File: src/rtl/ps2_receiver.sv
// PS/2 device-to-host frame receiver with a small scancode FIFO and sticky error flags.
// Define PS2_TIMEOUT_EN to abort partial frames after TIMEOUT_CYCLES clocks without a ps2Clk edge.
module ps2_receiver #(
    parameter int FIFO_DEPTH     = 4,
    parameter int TIMEOUT_CYCLES = 20000
) (
    input  logic       clk,
    input  logic       reset,
    input  logic       ps2Clk,
    input  logic       ps2Data,
    input  logic       rdStrobe,
    input  logic       clrErr,
    output logic [7:0] data,
    output logic       dataValid,
    output logic       overflow,
    output logic       parityError,
    output logic       frameError,
    output logic       busy
);
    localparam int AW = $clog2(FIFO_DEPTH);
    localparam int PW = AW + 1;

    typedef enum logic [1:0] {IDLE = 2'd0, RECV = 2'd1, CHECK = 2'd2} state_t;

    state_t        state_q, state_d;
    logic [3:0]    bit_cnt_q, bit_cnt_d;
    logic [7:0]    shift_q, shift_d;
    logic          parity_q, parity_d;
    logic          stop_q, stop_d;
    logic          overflow_q, overflow_d;
    logic          parity_err_q, parity_err_d;
    logic          frame_err_q, frame_err_d;
    logic [PW-1:0] wr_ptr_q, wr_ptr_d;
    logic [PW-1:0] rd_ptr_q, rd_ptr_d;
    logic [7:0]    fifo_mem [FIFO_DEPTH];

    logic ps2_clk_s1_q, ps2_clk_s2_q, ps2_clk_prev_q;
    logic ps2_data_s1_q, ps2_data_s2_q;
    logic fe, timeout_hit;
    logic in_check, parity_ok, push, pop, wr_en, full, empty;

    // Synchronizers idle high so a reset never manufactures a falling edge.
    always_ff @(posedge clk or posedge reset) begin
        if (reset) begin
            ps2_clk_s1_q   <= 1'b1;
            ps2_clk_s2_q   <= 1'b1;
            ps2_clk_prev_q <= 1'b1;
            ps2_data_s1_q  <= 1'b1;
            ps2_data_s2_q  <= 1'b1;
        end else begin
            ps2_clk_s1_q   <= ps2Clk;
            ps2_clk_s2_q   <= ps2_clk_s1_q;
            ps2_clk_prev_q <= ps2_clk_s2_q;
            ps2_data_s1_q  <= ps2Data;
            ps2_data_s2_q  <= ps2_data_s1_q;
        end
    end

    assign fe = ps2_clk_prev_q & ~ps2_clk_s2_q;

`ifdef PS2_TIMEOUT_EN
    localparam int TW = $clog2(TIMEOUT_CYCLES);
    logic [TW-1:0] idle_cnt_q, idle_cnt_d;

    assign timeout_hit = (state_q == RECV) && !fe && (idle_cnt_q == TW'(TIMEOUT_CYCLES - 1));

    always_comb begin
        idle_cnt_d = '0;
        if (state_q == RECV && !fe && !timeout_hit) begin
            idle_cnt_d = idle_cnt_q + TW'(1);
        end
    end

    always_ff @(posedge clk or posedge reset) begin
        if (reset) idle_cnt_q <= '0;
        else       idle_cnt_q <= idle_cnt_d;
    end
`else
    assign timeout_hit = 1'b0;
`endif

    // State register plus frame and FIFO bookkeeping.
    always_ff @(posedge clk or posedge reset) begin
        if (reset) begin
            state_q      <= IDLE;
            bit_cnt_q    <= '0;
            shift_q      <= '0;
            parity_q     <= 1'b0;
            stop_q       <= 1'b0;
            overflow_q   <= 1'b0;
            parity_err_q <= 1'b0;
            frame_err_q  <= 1'b0;
            wr_ptr_q     <= '0;
            rd_ptr_q     <= '0;
        end else begin
            state_q      <= state_d;
            bit_cnt_q    <= bit_cnt_d;
            shift_q      <= shift_d;
            parity_q     <= parity_d;
            stop_q       <= stop_d;
            overflow_q   <= overflow_d;
            parity_err_q <= parity_err_d;
            frame_err_q  <= frame_err_d;
            wr_ptr_q     <= wr_ptr_d;
            rd_ptr_q     <= rd_ptr_d;
        end
    end

    always_ff @(posedge clk) begin
        if (wr_en) fifo_mem[wr_ptr_q[AW-1:0]] <= shift_q;
    end

    always_comb begin
        state_d = state_q;
        case (state_q)
            IDLE:    if (fe && !ps2_data_s2_q) state_d = RECV;
            RECV: begin
                if (timeout_hit)                    state_d = IDLE;
                else if (fe && bit_cnt_q == 4'd10)  state_d = CHECK;
            end
            CHECK:   state_d = IDLE;
            default: state_d = IDLE;
        endcase
    end

    always_comb begin
        bit_cnt_d = bit_cnt_q;
        shift_d   = shift_q;
        parity_d  = parity_q;
        stop_d    = stop_q;
        case (state_q)
            IDLE:    bit_cnt_d = (fe && !ps2_data_s2_q) ? 4'd1 : 4'd0;
            RECV: begin
                if (fe) begin
                    // Right shift lands the first (LSB) data bit in bit 0 after eight edges.
                    if (bit_cnt_q <= 4'd8)       shift_d  = {ps2_data_s2_q, shift_q[7:1]};
                    else if (bit_cnt_q == 4'd9)  parity_d = ps2_data_s2_q;
                    else                         stop_d   = ps2_data_s2_q;
                    bit_cnt_d = bit_cnt_q + 4'd1;
                end
            end
            default: bit_cnt_d = 4'd0;
        endcase
    end

    assign in_check  = (state_q == CHECK);
    assign parity_ok = ^{shift_q, parity_q};
    assign push      = in_check && parity_ok && stop_q;
    assign empty     = (wr_ptr_q == rd_ptr_q);
    assign full      = (wr_ptr_q[AW] != rd_ptr_q[AW]) && (wr_ptr_q[AW-1:0] == rd_ptr_q[AW-1:0]);
    assign pop       = rdStrobe && !empty;
    // A pop in the same cycle frees the slot, so a full FIFO still accepts the byte.
    assign wr_en     = push && (!full || pop);

    always_comb begin
        wr_ptr_d     = wr_en ? wr_ptr_q + PW'(1) : wr_ptr_q;
        rd_ptr_d     = pop   ? rd_ptr_q + PW'(1) : rd_ptr_q;
        overflow_d   = (push && full && !pop)         | (overflow_q   & ~clrErr);
        parity_err_d = (in_check && !parity_ok)       | (parity_err_q & ~clrErr);
        frame_err_d  = (in_check && !stop_q) | timeout_hit | (frame_err_q & ~clrErr);
    end

    always_comb begin
        data        = empty ? 8'h00 : fifo_mem[rd_ptr_q[AW-1:0]];
        dataValid   = !empty;
        overflow    = overflow_q;
        parityError = parity_err_q;
        frameError  = frame_err_q;
        busy        = (state_q != IDLE);
    end
endmodule

File: config.mk
export PLATFORM = sky130hd
export DESIGN_NAME = ps2_receiver
export DESIGN_NICKNAME = d
export VERILOG_FILES = /design/src/rtl/ps2_receiver.sv
export SDC_FILE = /design/constraint.sdc
export NUM_CORES = 1
export LEC_CHECK = 0
export BUFFER_PORTS_ARGS = -buffer_cell sky130_fd_sc_hd__buf_2
export CORE_ASPECT_RATIO = 1.25
export CORE_MARGIN = 4
export CORE_UTILIZATION = 30
export DETAILED_ROUTE_END_ITERATION = 8
export PLACE_DENSITY = 0.47
export SLEW_MARGIN = 20
export SYNTH_ARGS = -nofsm -noshare
export SYNTH_HDL_FRONTEND = slang
export SYNTH_SLANG_ARGS = --single-unit
File: constraint.sdc
create_clock -name clk -period 3.08 [get_ports clk]
set_clock_uncertainty 0.1 [all_clocks]
set_input_delay 0.462 -clock clk [delete_from_list [all_inputs] [get_ports clk]]
set_output_delay 0.462 -clock clk [all_outputs]
set_load 0.02 [all_outputs]
==> flow_summary.yaml <==
cts:
  cts_tree: "yes"
  post_cts_buffers: 0
  cts_buffers: 9
  cts.path.max_buffers: 2
  clock-sinks: 62
  cts_hold_buf: 0
  ctsResizeCount: 0
  clock_latency_ns: 0.33
  cts_root_buf: "clkbuf_8"
  htree_levels: 3
  clk_pin_slew_worst_paths_ns: 0.07
global_routing:
  grtUsageMet3_pct: 2.90
  grtUsageMet2_pct: 15.1
  grt_max_degree: 31
  grt_first_pass_wirelength_um: 7040
  top_usage_layer: "met2"
  antenna_found_initial: 0
  use_met1_pct: 9.97
  grt_usage_pct: 8.97
  grt_pass1_vias: 1377
  grt_overflow: 0
worst_setup_path:
  required_ns: 2.52
  crit_path_end_kind: "output pin"
  r2r_setup_slack_ns: 0.64
  r2r_start: "shift_q[3]$_DFFE_PP0P_"
  crit_type: "register to output pin"
  crit_path_max_fanout: 11
  worstRegToRegCells: 5
  start_kind: "register"
  rr_endpoint: "fifo_mem[2][1]$_DFFE_PP_"
  worstPathArrival_ns: 1.99
route:
  finalWirelength_um: 4170
  viasPerCell: 4.13
  drt_iter0_markers: 44
  vias: 1342
  wire_per_inst_um: 12.8
  ant_nets: 0
  drc: 0
  drt_pass1_iterations: 3
power:
  swShare_pct: 32.4
  ir_worst_vdd_uv: 408
  clkPwrFrac_pct: 25.4
  finalPower_w: 0.00272
  p_comb_share_pct: 29.7
  p_int_w: 0.00184
  powerDensity_mw_per_mm2: 876
  power.switching_w: 0.000881
  seqPwrFrac_pct: 44.9
  p_leak_nw: 1.22
place:
  post_dp_cell_area_mm2: 0.00291
  place.gp.congestion: 0.694
  hpwlAfterDp_um: 2900
  io_buffers: 18
  dp_cells: 309
synthesis:
  synth_top_area_share_pct: 36.0
  ys.warnings.count: 0
  ys_seq_elements: 62
  ys_types: 31
  synth_top_area_cell: "edfxtp_1"
  synth_nets: 188
  syn_inst: 173
  ys_seq_area_share_pct: 64.4
  syn-cell-area_mm2: 0.00267
  avgSynthCellArea_um2: 15.4
  synth_area_leaders: "edfxtp_1 36%, dfrtp_1 23%, mux4_2 6.8%"
sta:
  fin_crit_ns: 2.55
  slew_headroom_pct: 55.7
  fmax_mhz: 392
  maxSlewViolCount: 0
  worst_hold_slack_ns: 0.0914
  setup_viol: 0
  period_share_pct: 82.9
  tightest_slew_ns: 0.665
  timing.final.hold_violations: 0
  final.setup.tns_ns: 0
  rsz0062_at_grt: "no"
cells_and_area:
  layout_common_cells: "32 x edfxtp_1, 25 x dfrtp_1, 18 x buf_2"
  final_common_cell: "edfxtp_1"
  final_area_mm2: 0.00310
  diodes: 0
  syn_to_final_growth_pct: 16.3
  finalNonFillerCells: 325
  drive_gt1_share_pct: 32.7
  final_nets: 215
  fill_cells: 845
die:
  die_w_um: 92.4
  start_util_pct: 30.7
  io_pins: 19
  core.rowCount: 38
  core-area_mm2: 0.00870
  die_h_um: 113
  dieArea_mm2: 0.0105
outcome:
  status: "completed"
min_path:
  min_path_type: "primary input to asynchronous set/reset pin"
flow_run:
  maxCapViolations: 0
[logic make-up (layout without fill, tap and decap cells)]
| family | count (synthesis) | in the layout | share of synthesized area, % |
|---|---|---|---|
| XOR/XNOR | 17 | 17 | 6.70 |
| multiplexers | 20 | 20 | 12.0 |
| AND/OR/NAND/NOR | 40 | 40 | 8.58 |
| flip-flops | 62 | 62 | 64.4 |
| AO/OA/AOI/OAI | 9 | 9 | 1.83 |
| buffers and inverters | 16 | 48 | 2.34 |
| adder cells (fa/ha/maj) | 9 | 9 | 4.22 |
[cell usage after synthesis (all sizes together)]
cell and instances:
inv 12, nand4 1, edfxtp 32, dfrtp 25, ha 9, nand4b 1, a21oi 3, xnor2 10
and4 1, nor2 5, or3 1, dfstp 5, nand2 9, and3 1, nand2b 3, nor3b 1
nor4 1, xor2 6, nor3 2, nor2b 10, or2 1, xnor3 1, o21ai 3, o22ai 3
clkbuf 2, buf 2, mux2 12, mux4 8, and2 3
[stage by stage]
step	util (%)	setup WS, ns
3_3_place_gp	33.4	0.640
2_1_floorplan	-	0.927
3_5_place_dp	33.4	0.618
4_1_cts	35.7	0.418
5_1_grt	35.7	0.364
6_report	35.7	0.526
[layout make-up]
class	instances	area (µm²)	share of cell area, %
clock buffer	9	124	3.99
timing repair buffer	20	105	3.39
tap	120	150	4.84
inverter	12	45.0	1.45
clock inverter	7	73.8	2.38
multi-input combinational	95	888	28.6
sequential	62	1720	55.3
[registers in the layout (all words and copies together) (netlist names)]
register	flops
state_q	2
bit_cnt_q	4
ps2_clk_s1_q	1
parity_q	1
parityError	1
overflow	1
rd_ptr_q	3
shift_q	8
frameError	1
ps2_data_s1_q	1
fifo_mem	32
ps2_clk_prev_q	1
stop_q	1
ps2_clk_s2_q	1
ps2_data_s2_q	1
wr_ptr_q	3
[power by group through the flow]
stage          combinational, W  sequential (W)  clock [W]
6_report               0.000808         0.00122   0.000690
4_1_cts                0.000830         0.00123   0.000720
3_3_place_gp           0.000828         0.00125          0
3_5_place_dp           0.000826         0.00125          0
2_1_floorplan          0.000721         0.00113          0
5_1_grt                0.000902         0.00125   0.000772
[worst max path at each step]
stage | to | startpoint | slack [ns]
4_1_cts | data[5] | rd_ptr_q[0]$_DFFE_PP0P_ | 0.42
3_3_place_gp | fifo_mem[1][5]$_DFFE_PP_ | shift_q[3]$_DFFE_PP0P_ | 0.64
2_1_floorplan | fifo_mem[0][0]$_DFFE_PP_ | shift_q[3]$_DFFE_PP0P_ | 0.93
6_report | data[5] | rd_ptr_q[0]$_DFFE_PP0P_ | 0.53
5_1_grt | data[6] | rd_ptr_q[0]$_DFFE_PP0P_ | 0.36
3_5_place_dp | fifo_mem[1][5]$_DFFE_PP_ | shift_q[3]$_DFFE_PP0P_ | 0.62
[critical path, stage by stage (launching register included)]
cell	delay (ns)
dfrtp_1	0.77
mux4_2	0.58
nor2b_1	0.15
buf_2	0.16
[routing by layer]
layer	share of wire, %	vias up
met1	41	652
met5	0	-
met2	54	18
met3	3.6	6
met4	1.5	0
li1	-	666
(Power assumes the default switching activity.)
